`src/rtl/morse_keyer.sv`:
```
// Timed Morse keyer: plays one latched element pattern onto a key line with
// unit-based mark/space/gap timing and a start/busy/done handshake.
module morse_keyer #(
   parameter int MAX_LEN     = 5,
   parameter int UNIT_CYCLES = 4
) (
   input  logic               clk,
   input  logic               reset,
   input  logic               start,
   input  logic [MAX_LEN-1:0] pattern,
   input  logic [MAX_LEN-1:0] mask,
   output logic               tone,
   output logic               cur_dot,
   output logic               busy,
   output logic               done
);

   localparam int CNT_W = $clog2(3 * UNIT_CYCLES + 1);
   localparam int IDX_W = (MAX_LEN > 1) ? $clog2(MAX_LEN) : 1;
   localparam logic [CNT_W-1:0] UNIT_LAST   = CNT_W'(UNIT_CYCLES - 1);
   localparam logic [CNT_W-1:0] TRIPLE_LAST = CNT_W'(3 * UNIT_CYCLES - 1);
   localparam logic [CNT_W-1:0] CNT_ONE     = CNT_W'(1);
   localparam logic [CNT_W-1:0] CNT_ZERO    = CNT_W'(0);

   typedef enum logic [1:0] {
      IDLE  = 2'd0,
      MARK  = 2'd1,
      SPACE = 2'd2,
      GAP   = 2'd3
   } state_t;

   state_t               state_r, state_s;
   logic [CNT_W-1:0]     cnt_r, cnt_s;
   logic [MAX_LEN-1:0]   pat_r, pat_s;
   logic [MAX_LEN-1:0]   rem_r, rem_s;
   logic                 tone_r, cur_dot_r, busy_r, done_r;
   logic                 dot_s, done_s;
   logic [IDX_W-1:0]     sel_s;

   // Highest set bit of a mask; the caller guarantees the mask is non-zero.
   function automatic logic [IDX_W-1:0] top_idx(input logic [MAX_LEN-1:0] m);
      logic [IDX_W-1:0] idx;
      idx = {IDX_W{1'b0}};
      for (int i = 0; i < MAX_LEN; i++) begin
         if (m[i]) begin
            idx = IDX_W'(i);
         end else begin
            idx = idx;
         end
      end
      return idx;
   endfunction

   function automatic logic [MAX_LEN-1:0] bit_at(input logic [IDX_W-1:0] idx);
      logic [MAX_LEN-1:0] v;
      for (int i = 0; i < MAX_LEN; i++) begin
         v[i] = (IDX_W'(i) == idx);
      end
      return v;
   endfunction

   function automatic logic [CNT_W-1:0] mark_last(input logic dot);
      return dot ? UNIT_LAST : TRIPLE_LAST;
   endfunction

   // Next-state, counter and element-selection logic.
   always_comb begin
      state_s = state_r;
      cnt_s   = cnt_r;
      pat_s   = pat_r;
      rem_s   = rem_r;
      dot_s   = cur_dot_r;
      done_s  = 1'b0;
      sel_s   = {IDX_W{1'b0}};
      case (state_r)
         IDLE: begin
            if (start) begin
               pat_s = pattern;
               if (|mask) begin
                  sel_s   = top_idx(mask);
                  rem_s   = mask & ~bit_at(sel_s);
                  dot_s   = pattern[sel_s];
                  state_s = MARK;
                  cnt_s   = mark_last(pattern[sel_s]);
               end else begin
                  rem_s   = mask;
                  dot_s   = 1'b0;
                  state_s = GAP;
                  cnt_s   = TRIPLE_LAST;
               end
            end else begin
               state_s = IDLE;
            end
         end
         MARK: begin
            if (cnt_r == CNT_ZERO) begin
               dot_s = 1'b0;
               if (|rem_r) begin
                  state_s = SPACE;
                  cnt_s   = UNIT_LAST;
               end else begin
                  state_s = GAP;
                  cnt_s   = TRIPLE_LAST;
               end
            end else begin
               cnt_s = cnt_r - CNT_ONE;
            end
         end
         SPACE: begin
            if (cnt_r == CNT_ZERO) begin
               sel_s   = top_idx(rem_r);
               rem_s   = rem_r & ~bit_at(sel_s);
               dot_s   = pat_r[sel_s];
               state_s = MARK;
               cnt_s   = mark_last(pat_r[sel_s]);
            end else begin
               cnt_s = cnt_r - CNT_ONE;
            end
         end
         GAP: begin
            if (cnt_r == CNT_ZERO) begin
               state_s = IDLE;
               done_s  = 1'b1;
            end else begin
               cnt_s = cnt_r - CNT_ONE;
            end
         end
         default: begin
            state_s = IDLE;
            cnt_s   = CNT_ZERO;
            dot_s   = 1'b0;
         end
      endcase
   end

   // State, latched character and registered Moore outputs.
   always_ff @(posedge clk or posedge reset) begin
      if (reset) begin
         state_r   <= IDLE;
         cnt_r     <= CNT_ZERO;
         pat_r     <= {MAX_LEN{1'b0}};
         rem_r     <= {MAX_LEN{1'b0}};
         tone_r    <= 1'b0;
         cur_dot_r <= 1'b0;
         busy_r    <= 1'b0;
         done_r    <= 1'b0;
      end else begin
         state_r   <= state_s;
         cnt_r     <= cnt_s;
         pat_r     <= pat_s;
         rem_r     <= rem_s;
         tone_r    <= (state_s == MARK);
         cur_dot_r <= (state_s == MARK) && dot_s;
         busy_r    <= (state_s != IDLE);
         done_r    <= done_s;
      end
   end

   assign tone    = tone_r;
   assign cur_dot = cur_dot_r;
   assign busy    = busy_r;
   assign done    = done_r;

endmodule

```
`config.mk`:
```
export PLATFORM = sky130hd
export DESIGN_NAME = morse_keyer
export DESIGN_NICKNAME = d
export VERILOG_FILES = /design/src/rtl/morse_keyer.sv
export SDC_FILE = /design/constraint.sdc
export NUM_CORES = 1
export LEC_CHECK = 0
export CORE_UTILIZATION = 52
export DETAILED_ROUTE_END_ITERATION = 10
export GPL_ROUTABILITY_DRIVEN = 0
export PLACE_DENSITY = 0.85
export SYNTH_ARGS = -nofsm -noshare
export SYNTH_HDL_FRONTEND = slang
export SYNTH_SLANG_ARGS = --single-unit
```
`constraint.sdc`:
```
create_clock -name clk -period 1.75 [get_ports clk]
set_input_delay 0.2625 -clock clk [delete_from_list [all_inputs] [get_ports clk]]
set_output_delay 0.2625 -clock clk [all_outputs]
set_load 0.01 [all_outputs]
```
* Word level (Yosys, flattened, before mapping)
Cells that the tools add are included.
** Storage, ports and cells
- Bits in registers :: 20
- Input port bits :: 13
- Output and inout bits :: 4
- Word-level logic and storage cells :: 86
** Operators by class
- Add/subtract/negate cells :: 1
- Order comparisons :: 2
- Equality and inequality tests :: 15
- Mux-type cells :: 44
- Bitwise operators :: 4
- Reductions and logical operators :: 12
** Operators with widths (number)
- 3-bit 2-to-1 mux :: 11
- 4-bit 2-to-1 mux :: 8
- 4-bit case mux with 4 select lines :: 1
- 5-bit 2-to-1 mux :: 3
- 2-bit by 3-bit equality test with 1-bit output, first input constant :: 4
- 1-bit 2-to-1 mux :: 11
- 5-bit bitwise AND :: 2
- 2-bit 2-to-1 mux :: 5
- 5-bit inverter :: 2
- 5-bit case mux with 2 select lines :: 1
- 5-bit OR reduction :: 2
- 3-bit by 4-bit < comparator with 1-bit output, second input constant :: 2
- 2-bit case mux with 4 select lines :: 1
- 1-bit binary-select mux with 3-bit select :: 2
- 1-bit by 3-bit equality test with 1-bit output, first input constant :: 2
- 3-bit equality test, first input constant :: 2
- 3-bit logical NOT :: 2
- 2-bit inequality test, second input constant :: 3
- 2-bit by 1-bit equality test with 1-bit output, second input constant :: 2
- 2-bit equality test, second input constant :: 2
- 4-bit logical NOT :: 1
- 2-bit AND reduction :: 2
- 2-bit nonzero test :: 2
- 4-bit by 1-bit subtractor with 4-bit output, second input constant :: 1
- 4 further kinds :: 4

* Longest topological paths before layout
Gate-level depths: netlist (run 1).
- Word-level depth :: 13
- Gate-level depth with buffers :: 7
- Gate-level depth less buffers :: 7

* Worst setup path before layout (run 1)
OpenSTA, ideal clock, no wires.
- Kind :: flip-flop to flip-flop
- From :: register cnt_r[0]
- To :: register cur_dot_r, in the netlist cur_dot
- Library setup time :: 0.119 ns
- Arrival :: 1.408 ns
- Data required time :: 1.631 ns
- Path slack :: 0.223 ns
- Stages on the path, launching flop included :: 8
- Buffers on the path :: 0
- Period minus slack after synthesis :: 1.527 ns
- Path through :: dfrtp_1 inv_1 ha_1 nor3b_4 nor2b_1 o21ai_1 o211ai_1 o21a_1
** On the way
- Cells in the longest elaborated chain, start to end :: 5
- Elaborated cells on any way between the ends :: 10
- Classes of those cells :: eq/ne: 1; mux: 7; reduce/logical: 2
** Ends and longest elaborated chain
- start, declared :: RTL line 33 : logic [CNT_W-1:0] cnt_r, cnt_s;
- start signal, assigned :: RTL line 149 : cnt_r <= cnt_s;
- 4-bit logical NOT (*) :: RTL line 96, 110, 121
- 2-bit 2-to-1 mux, on equally long branches :: RTL line 121, 110, 96
- 2-bit case mux with 4 select lines :: RTL line 75 : case (state_r)
- 2-bit by 1-bit equality test with 1-bit output :: RTL line 153 : cur_dot_r <= (state_s == MARK) && dot_s;
- 1-bit logical AND (*) :: RTL line 153
- end signal, assigned :: RTL line 153
- end, declared :: RTL line 36 : logic tone_r, cur_dot_r, busy_r, done_r;
Mark *: on every way between the ends. The rest lies on a longest branch, timed or not.
A chain may end at the register's enable or synchronous reset.

* Worst setup path after layout (run 1)
Same ends and word-level chain as after synthesis.

==> metrics.md, run 1 <==
| Metric | Value |
|---|---|
| Final Non-Filler Cells | 177 |
| Remaining Overflow, GRT | 0 |
| Post-synth top area cell | dfrtp_1 |
| Post-synthesis net count | 139 |
| Status | complete, no violations |
| Starting DRT DRC Count | 28 |
| DP Wirelength | 1690 um |
| Chip width | 48.1 um |
| Post-synthesis async set-or-reset flop share | 1.00 |
| Worst-margin pin slew | 0.539 ns |
| Data required time of the worst path | 1.94 ns |
| Register area share after synthesis | 0.452 |
| Netlist cell types | 32 |
| Io pins | 17 |
| Global Route Usage Sum | 0.222 |
| ANT cells | 0 |
| Max Root-Sink Buffers | 2 |
| Clock Skew | 0.00725 ns |
| Antenna viol nets, final | 0 |
| DRC errors left | 0 |
| Largest net degree at the start of global routing | 21 |
| Rows | 16 |
| DRT Wirelength | 2290 um |
| CTS tree | done |
| Inst Count DP | 171 |
| Syn Std Cell Area | 1110 sq um |
| Max cap viols | 0 |
| Reg2reg path depth | 8 |
| Filler cells | 156 |
| Yosys warns | 0 |
| Top cell type's share of synthesized area | 0.452 |
| Sink Count | 20 |
| Slew margin rel. | 0.638 |
| H-Tree Depth | 1 |
| Data arrival, critical path | 1.87 ns |
| Setup violators final | 0 |
| Hold Path Class | primary input to async pin |
| 1st-pass router iterations | 4 |
| Slew Limit Fails | 0 |
| Fmax | 597 MHz |
| Clock root buffer | clkbuf_4 |
| Initial core utilization | 0.559 |
| Critical path class | register to register |
| Leak Pwr | 0.000620 uW |
| Unrepaired setup endpoints after global routing | false |
| Average vias per placed instance | 5.56 |
| Area Overhead vs Synth | 27.1% |
| Final worst-path cycle share | 0.958 |
| Post-synth EDFFs | 0 |
| Vias in the first global route | 865 |
| Synthesis-stage register bit count | 20 |
| Routed wire per std cell | 12.9 um |
| Cells after synthesis | 124 |
| Pwr dens | 1440 nW/um^2 |
| Worst setup EP type | register |
| CP Launch Type | register |
| IO Port Bufs | 16 |
| CP Max Fanout | 5 |
| Final Util | 0.710 |
| Die H | 48.1 um |
| Core Region | 1980 sq um |
| Final setup margin | 0.0741 ns |
| Worst-skew pair later-pin latency | 0.30 ns |
| CTS Buf Count | 3 |
| Pre-CTS setup slack | -0.0625 ns |
| Multi-input gate area | 589 sq um |
| Post-Syn Area per Cell | 8.93 sq um |
| Top cells by count, synth | nand2_1 (24), dfrtp_1 (20), o21ai_0 (15) |
| Final number of hold-violating endpoints | 0 |
| Vias | 985 |
| Final net count | 166 |
| Ys flop type | dfrtp_1 |
| Area after DPL | 1340 sq um |
| Global-route wire length before repair | 3550 um |
| Initial antenna violation count | 0 |
| Hold buffers post-CTS | 0 |
| Final setup TNS | 0 ns |
| Share of cells above drive strength 1 | 0.167 |
| Most common cell in the synthesized netlist | nand2_1 |
| Area contributors post-synth | dfrtp_1 (45%), nand2_1 (8.1%), o21ai_0 (6.8%) |
| Peak supply drop | 0.000802 V |
| Tmin final | 1.68 ns |
| Finished layout cell area | 1410 sq um |
| Reg area | 500 sq um |
| Die area | 2320 sq um |
| Clock transition at path regs | 0.12 ns |
kinds of logic after synthesis:
group / Yosys count / synth area share
muxes: 1 / 0.00904
buffers and inverters: 8 / 0.0328
DFF: 20 / 0.452
adders and majority gates: 2 / 0.0226
AOI/OAI and AO/OA: 36 / 0.214
and+or+nand+nor: 57 / 0.270
sequential cells by signal, summed over array words and instances (netlist names):
signal	cells
pat_r	5
cur_dot	1
rem_r	5
state_r	2
busy	1
cnt_r	4
tone	1
done	1
worst max-delay path, stage by stage, from the launching register on:
cell	delay, ns
dfrtp_1	0.43
inv_2	0.07
ha_2	0.19
nor3b_4	0.22
buf_6	0.15
nor2b_1	0.06
o21ai_1	0.14
o211ai_1	0.12
o21a_1	0.19
metrics by stage:
stage / hold slack (ns) / total power [uW]
3_5_place_dp: 0.471 / 1720
2_1_floorplan: 0.226 / 1440
6_report: 0.270 / 2030
3_3_place_gp: 0.455 / 1680
5_1_grt: 0.326 / 2190
4_1_cts: 0.278 / 2000
per-layer routing:
layer	routed length (um)	share of wire	up-vias	global-route usage
li1	-	-	489	-
met1	983	0.43	465	0.275
met2	1210	0.53	27	0.387
met3	80	0.035	4	0.0444
met4	18	0.0079	0	0.0667
met5	0	0	-	0
path summary, 6_finish.rpt:
| path | start | endpoint | slack, ns |
|---|---|---|---|
| max | cnt_r[0]$_DFFE_PP0P_ | cur_dot$_DFF_PP0_ | 0.07 |
| min in group clk | pat_r[0]$_DFFE_PP0P_ | pat_r[0]$_DFFE_PP0P_ | 0.49 |
| min | reset | pat_r[2]$_DFFE_PP0P_ | 0.27 |
| min reg2reg | pat_r[0]$_DFFE_PP0P_ | pat_r[0]$_DFFE_PP0P_ | 0.49 |
| max in group asynchronous | reset | state_r[1]$_DFF_PP0_ | 1.26 |
| max reg2reg | cnt_r[0]$_DFFE_PP0P_ | cur_dot$_DFF_PP0_ | 0.07 |
final cells by class:
type | count | area share
Inverter | 5 | 0.0133
Timing Repair Buffer | 25 | 0.163
Tap cell | 27 | 0.0240
Sequential cell | 20 | 0.356
Clock buffer | 4 | 0.0258
Multi-Input combinational cell | 96 | 0.419
power by group:
group          total, uW  internal [uW]  switching [uW]
Clock                267            127             140
Sequential           851            659             192
Combinational        916            470             446
timing repair:
action                     4_1_cts  5_1_grt
pin swaps                        0        1
setup endpoints to repair        4        6
gates resized for setup          1        7
setup buffers                    1        0
gates cloned                     0        1
placed cells by master (no fill, tap or decap), drive strengths merged, types with 2 or more instances in the layout:
| cell type | instances |
|---|---|
| buf | 9 |
| nor2 | 9 |
| nand2 | 24 |
| clkbuf | 4 |
| or3 | 3 |
| and3 | 2 |
| a21o | 3 |
| o21ai | 17 |
| clkdlybuf4s50 | 16 |
| nor2b | 7 |
| a32o | 2 |
| a21oi | 6 |
| nor3b | 3 |
| nor3 | 5 |
| and2 | 2 |
| inv | 5 |
| dfrtp | 20 |
| a221oi | 2 |
| ha | 2 |
Power figures use the tool's default switching activity.
==> run 2, diff against run 1 <==
Settings changed: CORE_UTILIZATION 52 to 25, PLACE_DENSITY 0.85 to 0.51.
==> run 2 against run 1 <==
  * Via count rose by 1.1%
  * Clock-buffer cell count did not move
  * Fmax rose by 4.8%
  * Global-route usage fell by 9.6 points
  * Combinational power rose by 3.6%
==> metrics.md, run 2 (synthesized netlist as in run 1, its figures left out) <==
| Metric | Value |
|---|---|
| Average vias per placed instance | 4.88 (-12%) |
| Chip width | 68.6 um (+42%) |
| Clock root buffer | clkbuf_8 |
| Most common cell after layout, fill and taps aside | nand2_1 |
| Data arrival, critical path | 1.75 ns (-0.12 ns) |
| Die H | 68.6 um (+42%) |
| Pwr dens | 1450 nW/um^2 (about the same) |
| Critical R2R Launch | cnt_r[1]$_DFFE_PP0P_ |
| Max cap viols | 0 (unchanged) |
| Cells along the critical path | inv_1, ha_1, nor3b_4, buf_12, nor2b_1, o21ai_0, o211ai_1, o21a_1 |
| Unrepaired setup endpoints after global routing | false |
| Status | complete, no violations |
| Io pins | 17 (unchanged) |
| Worst-margin pin slew | 0.532 ns (-0.00655 ns) |
| Share of cells above drive strength 1 | 0.169 (+0.00216) |
| Overall power | 2150 uW (+5.8%) |
| Final worst-path cycle share | 0.914 (-0.0436) |
| 1st-pass router iterations | 4 (unchanged) |
| DP Wirelength | 1950 um (+15%) |
| Largest regs | pat_r (5), rem_r (5), cnt_r (4) |
| CTS tree | done |
| CTS Buf Count | 3 (unchanged) |
| Remaining Overflow, GRT | 0 (unchanged) |
| Core Region | 4120 sq um (+110%) |
| Rows | 23 (+7) |
| Initial core utilization | 0.269 (-0.290) |
| Post-CTS Setup Inserts | 0 (-1) |
| Global-route wire length before repair | 4320 um (+22%) |
| ANT cells | 0 (unchanged) |
| Final net count | 170 (+2.4%) |
| Worst setup EP type | register |
| Clock Skew | 0.00198 ns (-0.00527 ns) |
| Clock transition at path regs | 0.07 ns (-0.05 ns) |
| Vias in the first global route | 966 (+12%) |
| Fmax | 625 MHz (+4.8%) |
| Max Root-Sink Buffers | 2 (unchanged) |
| Critical path class | register to register |
| Setup violators final | 0 (unchanged) |
| Pre-CTS setup slack | -0.122 ns (-0.0600 ns) |
| CP Max Fanout | 10 (+5) |
| Slowest CP cell | dfrtp_1 |
| Area after DPL | 1420 sq um (+6.5%) |
| Routed wire per std cell | 12.6 um (-2.8%) |
| Initial antenna violation count | 0 (unchanged) |
| Global Route Usage Sum | 0.126 (-0.0957) |
| DRC errors left | 0 (unchanged) |
| H-Tree Depth | 1 (unchanged) |
| Hold_ws | 0.328 ns (+0.0583 ns) |
| Area Overhead vs Synth | 34.4% |
| IO Port Bufs | 16 (unchanged) |
| Starting DRT DRC Count | 56 (+100%) |
| Leak Pwr | 0.000648 uW (+4.6%) |
| Commonest cells after routing, fill and taps aside | nand2_1 (24), dfrtp_1 (20), clkdlybuf4s50_1 (16) |
| Largest net degree at the start of global routing | 21 (unchanged) |
| Critical Path Start | cnt_r[1]$_DFFE_PP0P_ |
| Final number of hold-violating endpoints | 0 (unchanged) |
| Vias | 996 (+1.1%) |
| Sink Count | 20 (unchanged) |
| Die area | 4700 sq um (+100%) |
| DRT Wirelength | 2570 um (+12%) |
| Max incr delay on CP | 0.39 ns (-0.04 ns) |
| Final setup margin | 0.150 ns (+0.0762 ns) |
| Antenna viol nets, final | 0 (unchanged) |
| CP Launch Type | register |
| Tmin final | 1.60 ns (-0.0762 ns) |
| Peak supply drop | 0.000346 V (-57%) |
| Data required time of the worst path | 1.90 ns (-0.04 ns) |
| Finished layout cell area | 1490 sq um (+5.7%) |
| Slew margin rel. | 0.642 (+0.00440) |
| Slew Limit Fails | 0 (unchanged) |
| Worst-skew pair later-pin latency | 0.26 ns (-0.04 ns) |
| Hold Path Class | primary input to async pin |
-- run 2: metrics by stage --
step / std cells / TNS, ns / util
2_1_floorplan: 124 / 0 / -
3_3_place_gp: 200 / -0.132 / 0.346
3_5_place_dp: 200 / -0.229 / 0.346
4_1_cts: 204 / 0 / 0.359
5_1_grt: 204 / 0 / 0.362
6_report: 204 / 0 / 0.362
-- run 2: final timing paths --
path                            cells after the start                   end  slack (ns)
worst max register to register                      8     cur_dot$_DFF_PP0_        0.15
worst min register to register                      2  pat_r[4]$_DFFE_PP0P_        0.48
max in group asynchronous                           3  rem_r[2]$_DFFE_PP0P_        1.20
worst min-delay path                                3        busy$_DFF_PP0_        0.33
worst max-delay path                                8     cur_dot$_DFF_PP0_        0.15
min in group clk                                    2  pat_r[4]$_DFFE_PP0P_        0.48
-- run 2: repair_timing --
| action | in CTS | in global routing |
|---|---|---|
| resized for setup | 0 | 3 |
| setup endpoints to repair | 0 | 4 |
| hold buffers | 0 | 0 |
-- run 2: worst max-delay path, delay by kind of cell, from the launching register on --
family                     cells  cell delay [ns]
adders and majority gates      1             0.17
buffers and inverters          2             0.24
DFF                            1             0.39
AOI/OAI and AO/OA              3             0.43
and+or+nand+nor                2             0.26
-- run 2: report_power, final --
group	total (uW)	internal (uW)	switching, uW	leakage, uW
combinational	949	499	450	0.000377
sequential	850	661	188	0.000243
clock	352	200	152	0.0000288
-- run 2: layout make-up --
type | instances | area (sq um)
clock buffers | 4 | 55.1
fillers | 424 | 2630
inverters | 5 | 18.8
repair buffers | 29 | 270
well taps | 50 | 62.6
flip-flops and latches | 20 | 500
multi-input cells | 96 | 581
-- run 2: routing by layer --
| metal | global-route usage | routed length (um) | part of all wire | vias to the layer above |
|---|---|---|---|---|
| met5 | 0 | 0 | 0 | - |
| met4 | 0.0547 | 8 | 0.0031 | 0 |
| met3 | 0.0197 | 99 | 0.039 | 2 |
| met2 | 0.200 | 1200 | 0.47 | 26 |
| met1 | 0.168 | 1260 | 0.49 | 475 |
| li1 | - | - | - | 493 |
==> run 3, diff against run 2 <==
==> constraint.sdc (replaced) <==
create_clock -name clk -period 1.75 [get_ports clk]
set_input_delay 0.175 -clock clk [delete_from_list [all_inputs] [get_ports clk]]
set_output_delay 0.175 -clock clk [all_outputs]
set_load 0.01 [all_outputs]
==> run 3 against run 2 <==
  * Non-clock buffer count is 1 lower
  * Total power is 1.7% lower
  * First-iteration DRC count decreased by 70%
  * Critical path depth did not move
  * Clock skew is 0.00098 ns higher
  * Sequential cell count unchanged
  * Critical path type unchanged
  * Combinational power grew 2%
  * Largest cell class unchanged
==> metrics.md, run 3 (synthesized netlist as in run 1, its figures left out) <==
| Metric | Value |
|---|---|
| Worst setup EP type | register |
| Remaining Overflow, GRT | 0 (unchanged) |
| Peak supply drop | 0.000413 V (+19%) |
| Largest regs | pat_r (5), rem_r (5), cnt_r (4) |
| Post-CTS Setup Inserts | 0 (unchanged) |
| Starting DRT DRC Count | 17 (-70%) |
| H-Tree Depth | 1 (unchanged) |
| Data required time of the worst path | 1.93 ns (+0.03 ns) |
| Die area | 4700 sq um (unchanged) |
| Rows | 23 (unchanged) |
| Final number of hold-violating endpoints | 0 (unchanged) |
| CTS tree | done |
| Final Util | 0.356 (-0.00578) |
| Worst-skew pair later-pin latency | 0.26 ns (about the same) |
| Slew Limit Fails | 0 (unchanged) |
| Final Non-Filler Cells | 202 (-0.98%) |
| Max cap viols | 0 (unchanged) |
| Area Overhead vs Synth | 32.2% |
| Initial antenna violation count | 0 (unchanged) |
| Pwr dens | 1440 nW/um^2 (-0.14%) |
| Slew margin rel. | 0.616 (-0.0267) |
| Hold Path Class | primary input to async pin |
| Global Route Usage Sum | 0.133 (+0.00753) |
| Routed wire per std cell | 12.8 um (+1.6%) |
| Filler cells | 433 (+2.1%) |
| Inst Count DP | 199 (-0.50%) |
| DRT Wirelength | 2580 um (+0.62%) |
| Commonest cells after routing, fill and taps aside | nand2_1 (24), dfrtp_1 (20), clkdlybuf4s50_1 (16) |
| Multi-input gate area | 587 sq um (+1.1%) |
| Setup violators final | 0 (unchanged) |
| Core Region | 4120 sq um (unchanged) |
| Unrepaired setup endpoints after global routing | false |
| Clock transition at path regs | 0.07 ns (about the same) |
| DRC errors left | 0 (unchanged) |
| Worst-margin pin slew | 0.572 ns (+0.0398 ns) |
| Io pins | 17 (unchanged) |
| CP Launch Type | register |
| Vias in the first global route | 995 (+3.0%) |
| Tmin final | 1.59 ns (-0.00470 ns) |
| Largest net degree at the start of global routing | 21 (unchanged) |
| Hold_ws | 0.241 ns (-0.0875 ns) |
| Vias | 976 (-2.0%) |
| DP Wirelength | 1960 um (+0.85%) |
| Final worst-path cycle share | 0.911 (-0.00268) |
| Max Root-Sink Buffers | 2 (unchanged) |
| Most common cell after layout, fill and taps aside | nand2_1 |
| Antenna viol nets, final | 0 (unchanged) |
| Clock root buffer | clkbuf_8 |
| Global-route wire length before repair | 4490 um (+4.0%) |
| Average vias per placed instance | 4.83 (-1.0%) |
| ANT cells | 0 (unchanged) |
| Fmax | 627 MHz (+0.29%) |
| CTS Buf Count | 3 (unchanged) |
| IO Port Bufs | 16 (unchanged) |
| Leak Pwr | 0.000637 uW (-1.7%) |
| Final net count | 169 (-0.59%) |
| Status | complete, no violations |
| Clock Skew | 0.00296 ns (+0.000982 ns) |
| Die H | 68.6 um (unchanged) |
| Data arrival, critical path | 1.77 ns (+0.02 ns) |
| Chip width | 68.6 um (unchanged) |
| Reg area | 500 sq um (unchanged) |
| Initial core utilization | 0.269 (unchanged) |
| Share of cells above drive strength 1 | 0.164 (-0.00436) |
| 1st-pass router iterations | 4 (unchanged) |
| Sink Count | 20 (unchanged) |
| CP Max Fanout | 10 (unchanged) |
| Critical path class | register to register |
## run 3: changes by cell type in the layout (fill, tap and decap cells not counted), sizes merged
cell / delta
buf: -1
clkbuf: -1
## run 3: worst paths after layout
kind / from / endpoint / slack, ns / depth (start not counted)
worst min register to register: pat_r[4]$_DFFE_PP0P_ / pat_r[4]$_DFFE_PP0P_ / 0.48 / 2
worst max-delay path: cnt_r[1]$_DFFE_PP0P_ / cnt_r[3]$_DFFE_PP0P_ / 0.16 / 8
min in group clk: pattern[1] / pat_r[1]$_DFFE_PP0P_ / 0.46 / 3
max in group asynchronous: reset / rem_r[3]$_DFFE_PP0P_ / 1.30 / 3
worst max register to register: cnt_r[1]$_DFFE_PP0P_ / cnt_r[3]$_DFFE_PP0P_ / 0.16 / 8
worst min-delay path: reset / cnt_r[2]$_DFFE_PP0P_ / 0.24 / 3
## run 3: layer usage
metal / part of all wire / global-route usage / vias to the layer above
met5: 0 / 0 / -
met4: 0.018 / 0.0547 / 0
met3: 0.038 / 0.0214 / 5
met2: 0.45 / 0.223 / 18
met1: 0.49 / 0.170 / 464
li1: - / - / 489
## run 3: metrics by stage
step	setup TNS, ns	total power [uW]	instance area (sq um)	setup slack (ns)
floorplan	0	1440	1110	0.223
global placement	0	1770	1400	0.0155
detailed placement	-0.00292	1800	1400	-0.00292
CTS	0	2110	1450	0.0621
global route	0	2320	1460	0.0248
finish	0	2110	1460	0.155
## run 3: critical path, cell delays in order (launching register included)
cell,delay (ns)
dfrtp_1,0.36
inv_1,0.06
ha_1,0.21
nor3b_4,0.16
buf_6,0.14
and3_1,0.21
nor2_4,0.15
nand2_1,0.08
a32oi_2,0.15
## run 3: cell type report
cell class	count	area share
inverter	5	0.0128
tap	50	0.0427
timing repair buffer	28	0.174
clock buffer	3	0.0282
multi-input combinational	96	0.401
sequential	20	0.342
## run 3: where the power goes
part / internal (uW) / total (uW) / switching [uW]
clock network: 153 / 300 / 147
registers: 661 / 847 / 185
logic: 502 / 966 / 464
## run 3: what timing repair did
action / CTS / global route
hold buffers: 0 / 0
resized for setup: 1 / 4
endpoints found under the hold margin: 0 / 0
endpoints found under the setup margin: 1 / 5
